[config.mk]
export PLATFORM = sky130hd
export DESIGN_NAME = muldiv_seq
export DESIGN_NICKNAME = d
export VERILOG_FILES = /design/src/rtl/muldiv_seq.sv
export SDC_FILE = /design/constraint.sdc
export NUM_CORES = 1
export LEC_CHECK = 0
export CAP_MARGIN = 20
export CORE_MARGIN = 2
export CORE_UTILIZATION = 66
export CTS_CLUSTER_DIAMETER = 50
export CTS_CLUSTER_SIZE = 12
export DETAILED_ROUTE_END_ITERATION = 7
export PLACE_DENSITY = 0.85
export SLEW_MARGIN = 40
export SYNTH_ARGS = -nofsm -noshare
export SYNTH_HDL_FRONTEND = slang
export SYNTH_SLANG_ARGS = --single-unit
[constraint.sdc]
create_clock -name clk -period 6.67 [get_ports clk]
set_input_delay 1.6675 -clock clk [delete_from_list [all_inputs] [get_ports clk]]
set_output_delay 1.6675 -clock clk [all_outputs]
set_load 0.005 [all_outputs]
[src/rtl/muldiv_seq.sv]
// muldiv_seq: multi-cycle RV32M multiply/divide sequencer (shift-add / restoring).
// Optional MULDIV_EARLY_OUT_EN: skip iteration when either operand is zero.
module muldiv_seq #(
  parameter int XLEN  = 32,
  parameter int CNT_W = 6
) (
  input  logic            clk,
  input  logic            rst_n,
  input  logic            start,
  input  logic            flush,
  input  logic [2:0]      funct3,
  input  logic [XLEN-1:0] op_a,
  input  logic [XLEN-1:0] op_b,
  output logic            busy,
  output logic            stall,
  output logic            done,
  output logic [XLEN-1:0] result
);
  typedef enum logic [2:0] {IDLE, PREP, CALC, FIX, DONE} state_t;
  state_t state;
  logic [2:0] f3;
  logic [XLEN-1:0] a, b, m, abs_a, abs_b, q, r, res;
  logic [2*XLEN-1:0] acc, prod, mul_step, div_step;
  logic [XLEN:0] hi, sh, diff;
  logic [CNT_W-1:0] cnt;
  logic neg_a, neg_b, is_div, sgn_a, sgn_b;
  assign stall = busy | (start & ~flush & (state == IDLE | state == DONE));
  always_comb begin
    is_div = f3[2];
    sgn_a = a[XLEN-1] & (is_div ? ~f3[0] : f3[1:0] != 2'b11);
    sgn_b = b[XLEN-1] & (is_div ? ~f3[0] : ~f3[1]);
    abs_a = sgn_a ? -a : a;
    abs_b = sgn_b ? -b : b;
    hi = {1'b0, acc[2*XLEN-1:XLEN]} + (acc[0] ? {1'b0, m} : '0);
    mul_step = {hi, acc[XLEN-1:1]};
    // remainder lives in the upper half, dividend/quotient shifts through the lower half
    sh = acc[2*XLEN-1:XLEN-1];
    diff = sh - {1'b0, m};
    div_step = diff[XLEN] ? {sh[XLEN-1:0], acc[XLEN-2:0], 1'b0} : {diff[XLEN-1:0], acc[XLEN-2:0], 1'b1};
    prod = (neg_a ^ neg_b) ? -acc : acc;
    q = (b == '0) ? '1 : (neg_a ^ neg_b) ? -acc[XLEN-1:0] : acc[XLEN-1:0];
    r = (b == '0) ? a : neg_a ? -acc[2*XLEN-1:XLEN] : acc[2*XLEN-1:XLEN];
    res = is_div ? (f3[1] ? r : q) : (f3[1:0] == 2'b00 ? prod[XLEN-1:0] : prod[2*XLEN-1:XLEN]);
  end
  always_ff @(posedge clk or negedge rst_n) begin
    if (!rst_n) begin
      state <= IDLE;
      busy <= 1'b0;
      done <= 1'b0;
      result <= '0;
      f3 <= '0;
      a <= '0;
      b <= '0;
      m <= '0;
      acc <= '0;
      cnt <= '0;
      neg_a <= 1'b0;
      neg_b <= 1'b0;
    end else if (flush) begin
      state <= IDLE;
      busy <= 1'b0;
      done <= 1'b0;
    end else begin
      case (state)
        IDLE, DONE: begin
          done <= 1'b0;
          state <= start ? PREP : IDLE;
          busy <= start;
          if (start) begin
            f3 <= funct3;
            a <= op_a;
            b <= op_b;
          end
        end
        PREP: begin
          neg_a <= sgn_a;
          neg_b <= sgn_b;
          m <= is_div ? abs_b : abs_a;
          acc <= {{XLEN{1'b0}}, is_div ? abs_a : abs_b};
          cnt <= '0;
          state <= CALC;
`ifdef MULDIV_EARLY_OUT_EN
          if (a == '0 || b == '0) begin
            acc <= '0;
            state <= FIX;
          end
`endif
        end
        CALC: begin
          acc <= is_div ? div_step : mul_step;
          cnt <= cnt + 1'b1;
          if (cnt == CNT_W'(XLEN - 1)) state <= FIX;
        end
        FIX: begin
          result <= res;
          busy <= 1'b0;
          done <= 1'b1;
          state <= DONE;
        end
        default: state <= IDLE;
      endcase
    end
  end
endmodule
* Word level (Yosys, flattened, before mapping)
Cells that the tools add are included.
** Word-level totals
- Register bits after elaboration :: 208
- Bits of input ports :: 71
- Output and inout bits :: 35
- Logic and storage cells :: 74
** Cells by class
- Add/subtract/negate cells :: 8
- Eq/ne operators :: 7
- Mux-type cells :: 27
- Bitwise gates (word level) :: 10
- Reductions and logical operators :: 10
** Operator list (count)
- $mux 32 :: 12
- $mux 64 :: 3
- $neg 32->32 :: 4
- $pmux 64 s2 :: 1
- $neg 64->64 :: 1
- $add 32x32->33 :: 1
- $sub 33x32->33 :: 1
- $logic_not 32->1 :: 1
- $pmux 3 s4 :: 1
- $pmux 6 s2 :: 1
- $add 6x1->6 const B :: 1
- $eq 3x2->1 const B :: 2
- $eq 6x5->1 const B :: 1
- $mux 3 :: 2
- $reduce_and 2->1 :: 3
- $mux 1 :: 5
- $and 1x1->1 :: 4
- $pmux 1 s2 :: 2
- $eq 3x1->1 const B :: 1
- $eq 3x3->1 const B :: 1
- $logic_not 3->1 :: 1
- $ne 3x3->1 const B :: 1
- $not 1->1 :: 3
- $reduce_and 3->1 :: 1
- 7 further kinds :: 8

* Longest topological paths before layout
- Depth after elaboration :: 6
- Mapped depth :: 15
- Mapped depth without buffers :: 14

* Worst setup path before layout
No wires, ideal clock.
- Path type :: in2out
- From :: input port flush
- To :: output port stall
- Data arrival time :: 3.230 ns
- Required time :: 5.003 ns
- Path slack :: 1.772 ns
- Cell stages on the path :: 5
- Path buffers :: 3
- Path through :: clkbuf_1 -> nor4b_1 -> clkbuf_1 -> clkbuf_1 -> or2_2
** On the way
- Cells in the longest elaborated chain, start to end :: 4
** RTL lines
- from (decl) :: RTL line 10 : input logic flush,
- $not 1->1 (no source line)
- $and 1x1->1 (2 in a row) :: RTL line 27 : assign stall = busy | (start & ~flush & (state == IDLE | state == DONE));
- $or 1x1->1 :: RTL line 27
- to (decl) :: RTL line 15 : output logic stall,
Every way passes these cells.

* Worst setup path in the final report
Same ends and word-level chain as after synthesis.

==> results.toml <==
[die]
die_h_um = 165
start_util_pct = 67.6
die_w_um = 165
core_mm2 = 0.0253
num_rows = 58
io_pins = 106
dieArea_mm2 = 0.0272

[synthesis]
synth.avg_cell_area_um2 = 8.05
synth-seq-area-share_pct = 30.4
synthCells = 2126
synth_nets = 2268
ys_warn_count = 0
yosysTopAreaCell = "dfrtp_1"
synth-edff-count = 0
synth.top_cell.area_share_pct = 30.4
synth_flop_cell = "dfrtp_1"
synth_cell_type_count = 81
async_flop_share_pct = 100
ys_seq_elements = 208
synth_most_common_cell = "nor2_1"
synthTopCellsByArea = "dfrtp_1 30%, xnor2_1 6.2%, a21oi_1 6.0%"
synth_common_cells = "222 x nor2_1, 209 x nand2_1, 208 x dfrtp_1"
muxShareOfSynthArea_pct = 7.36
synth-xor-area-share_pct = 10.6
synth-compound-area-share_pct = 23.8
syn_area_mm2 = 0.0171
synth_top_family_by_area = "compound AO/OA/AOI/OAI gates"
synthSimpleGateAreaFrac_pct = 17.5
yosys.area_share.adder_pct = 5.28

[global_routing]
grt_max_degree = 78
grt_overflow = 0
grt_pass1_wl_mm = 91.6
antenna_found_initial = 2
grt_pass1_vias = 16200
track_usage_pct = 44.1

[routing]
ant_nets = 0
routed_wl_mm = 60.3
m1WireLength_mm = 22.2
drt_iter0_drc = 2592
wl_met3_mm = 7.80
routedWlPerCell_um = 24.2
dr.pass1.iters = 8
highest_layer = "met5"
drc = 0
vias = 17400
dr_wl_met2_mm = 25.9
vias_per_cell = 6.99

[worst_hold_path]
hp-start = "m[22]"
min-delay-path-class = "reg -> reg"
hold_end = "m[22]"
holdPathStages = 2

[worst_setup_path]
reg2reg_to = "acc[63]"
critPathCaptureType = "primary output"
r2r-start = "acc[0]"
crit_type = "in -> out"
crit_path_start_kind = "input port"
reg2reg_slack_ps = 2270
worst_ep_arrival_time_ps = 3480
reg2regPathDepth = 14
worstPathRequired_ps = 5000
crit_fanout = 12

[sta]
skew_ps = 13.3
fin_setup_tns_ps = 0
period_needed_ps = 5150
period_share_pct = 77.2
tightestPinTransition_ps = 868
fmax_mhz = 194
setup_viol = 0
slew_headroom_pct = 41.6
rsz0062_at_grt = "no"
slew_violations = 0
hold_viol_final = 0

[cells_and_area]
final_core_util_pct = 76.1
drive_gt1_share_pct = 8.62
area_growth_pct = 12.6
final.fill_count = 1869
nets = 2279

[pwr]
p_per_area_mw_per_mm2 = 497
p_leak_nw = 8.23
peakVddDrop_uv = 310

[status]
run_status = "complete, no violations"

[clock_network]
cts-resized-gates = 0
cts_inserted_buffers = 30
clock-root-buffer = "clkbuf_16"
cts_setup_buffers = 0
cts_hold_buf = 0
clk_latency_ps = 590
cts_max_level = 1
clkTransAtPathRegs_ps = 60
cts_buffer_depth = 3
cts_tree = "built"
clock_sink_count = 208

[placed_design]
hpwl_mm = 44.1
gp_congestion = 1.02
io_buffers = 105

[run]
cap_violations = 0
## cells by family after synthesis
logic type | after synthesis
compound gates | 657
xor+xnor | 206
fa+ha+maj | 71
buf+inv | 218
flops | 208
mux | 110
simple gates | 656
## report_power, final
group	switching [mW]	internal (mW)	total (mW)	leakage, nW
registers	0.786	1.68	2.46	2.58
logic	3.34	2.15	5.49	5.17
clock network	0.679	0.943	1.62	0.487
## registers in the layout (all words and copies together), names as in the netlist
name    cells
result     32
m          32
done        1
a          32
neg_b       1
state       3
f3          3
neg_a       1
b          32
acc        64
busy        1
cnt         6
## worst max path at each step
stage	from	endpoint	slack (ps)	cells past startpoint
after detailed placement	flush	stall	1550	4
after global routing	flush	stall	1440	4
after global placement	flush	stall	1570	4
after floorplan	flush	stall	1770	5
after CTS	flush	stall	1540	4
final	flush	stall	1520	4
## placed cells by master (no fill, tap or decap), types with 11 or more instances in the layout
cell and n:
a22oi_1 14, o31ai_1 30, or3_1 18, clkdlybuf4s50_1 104
nor4_1 17, and3_1 12, a21o_1 36, a21oi_1 204
nand2_1 209, a221o_1 14, nor2b_1 17, nor3_1 55
mux2i_1 37, xnor2_1 121, o211ai_1 23, buf_4 27
a31oi_1 29, o21ai_0 183, ha_1 69, mux2_2 67
xor2_1 82, a221oi_1 17, nand2b_1 18, clkbuf_16 30
inv_1 60, nor2_1 220, dfrtp_1 207, nand4_1 14
a211oi_1 11, nand3_1 25, o41ai_1 13
## final cells by class
type	instances	area, um2	area share, %
Antenna cell	3	7.51	0.0390
Clock buffer	34	786	4.08
Clock inverter	18	220	1.14
Inverter	62	233	1.21
Multi-Input combinational cell	1700	11100	57.6
Sequential cell	208	5210	27.0
Tap cell	330	413	2.14
Timing Repair Buffer	135	1310	6.78
## routing by layer
layer  up-vias  global-route usage, %
met4         2                   27.2
met2      1261                   65.5
li1       7668                      -
met1      8195                   56.9
met3       280                   12.7
met5         -                      0
## critical path, cell delays in order
cell and delay, ps:
clkdlybuf4s50_1 730, nor4b_2 410, or2_2 180, clkdlybuf4s50_1 490
## per-stage QoR
step / total power [mW] / worst slack (ps) / std cells / hold slack (ps) / instance area, um2
after global placement: 7.51 / 1570 / 2431 / 463 / 18200
after global routing: 10.0 / 1440 / 2487 / 500 / 19300
after floorplan: 5.94 / 1770 / 2126 / 449 / 17100
final: 9.58 / 1520 / 2490 / 484 / 19300
after CTS: 9.31 / 1540 / 2486 / 486 / 19200
after detailed placement: 7.65 / 1550 / 2434 / 467 / 18200
Note: power is estimated with default switching activity, not from simulation.
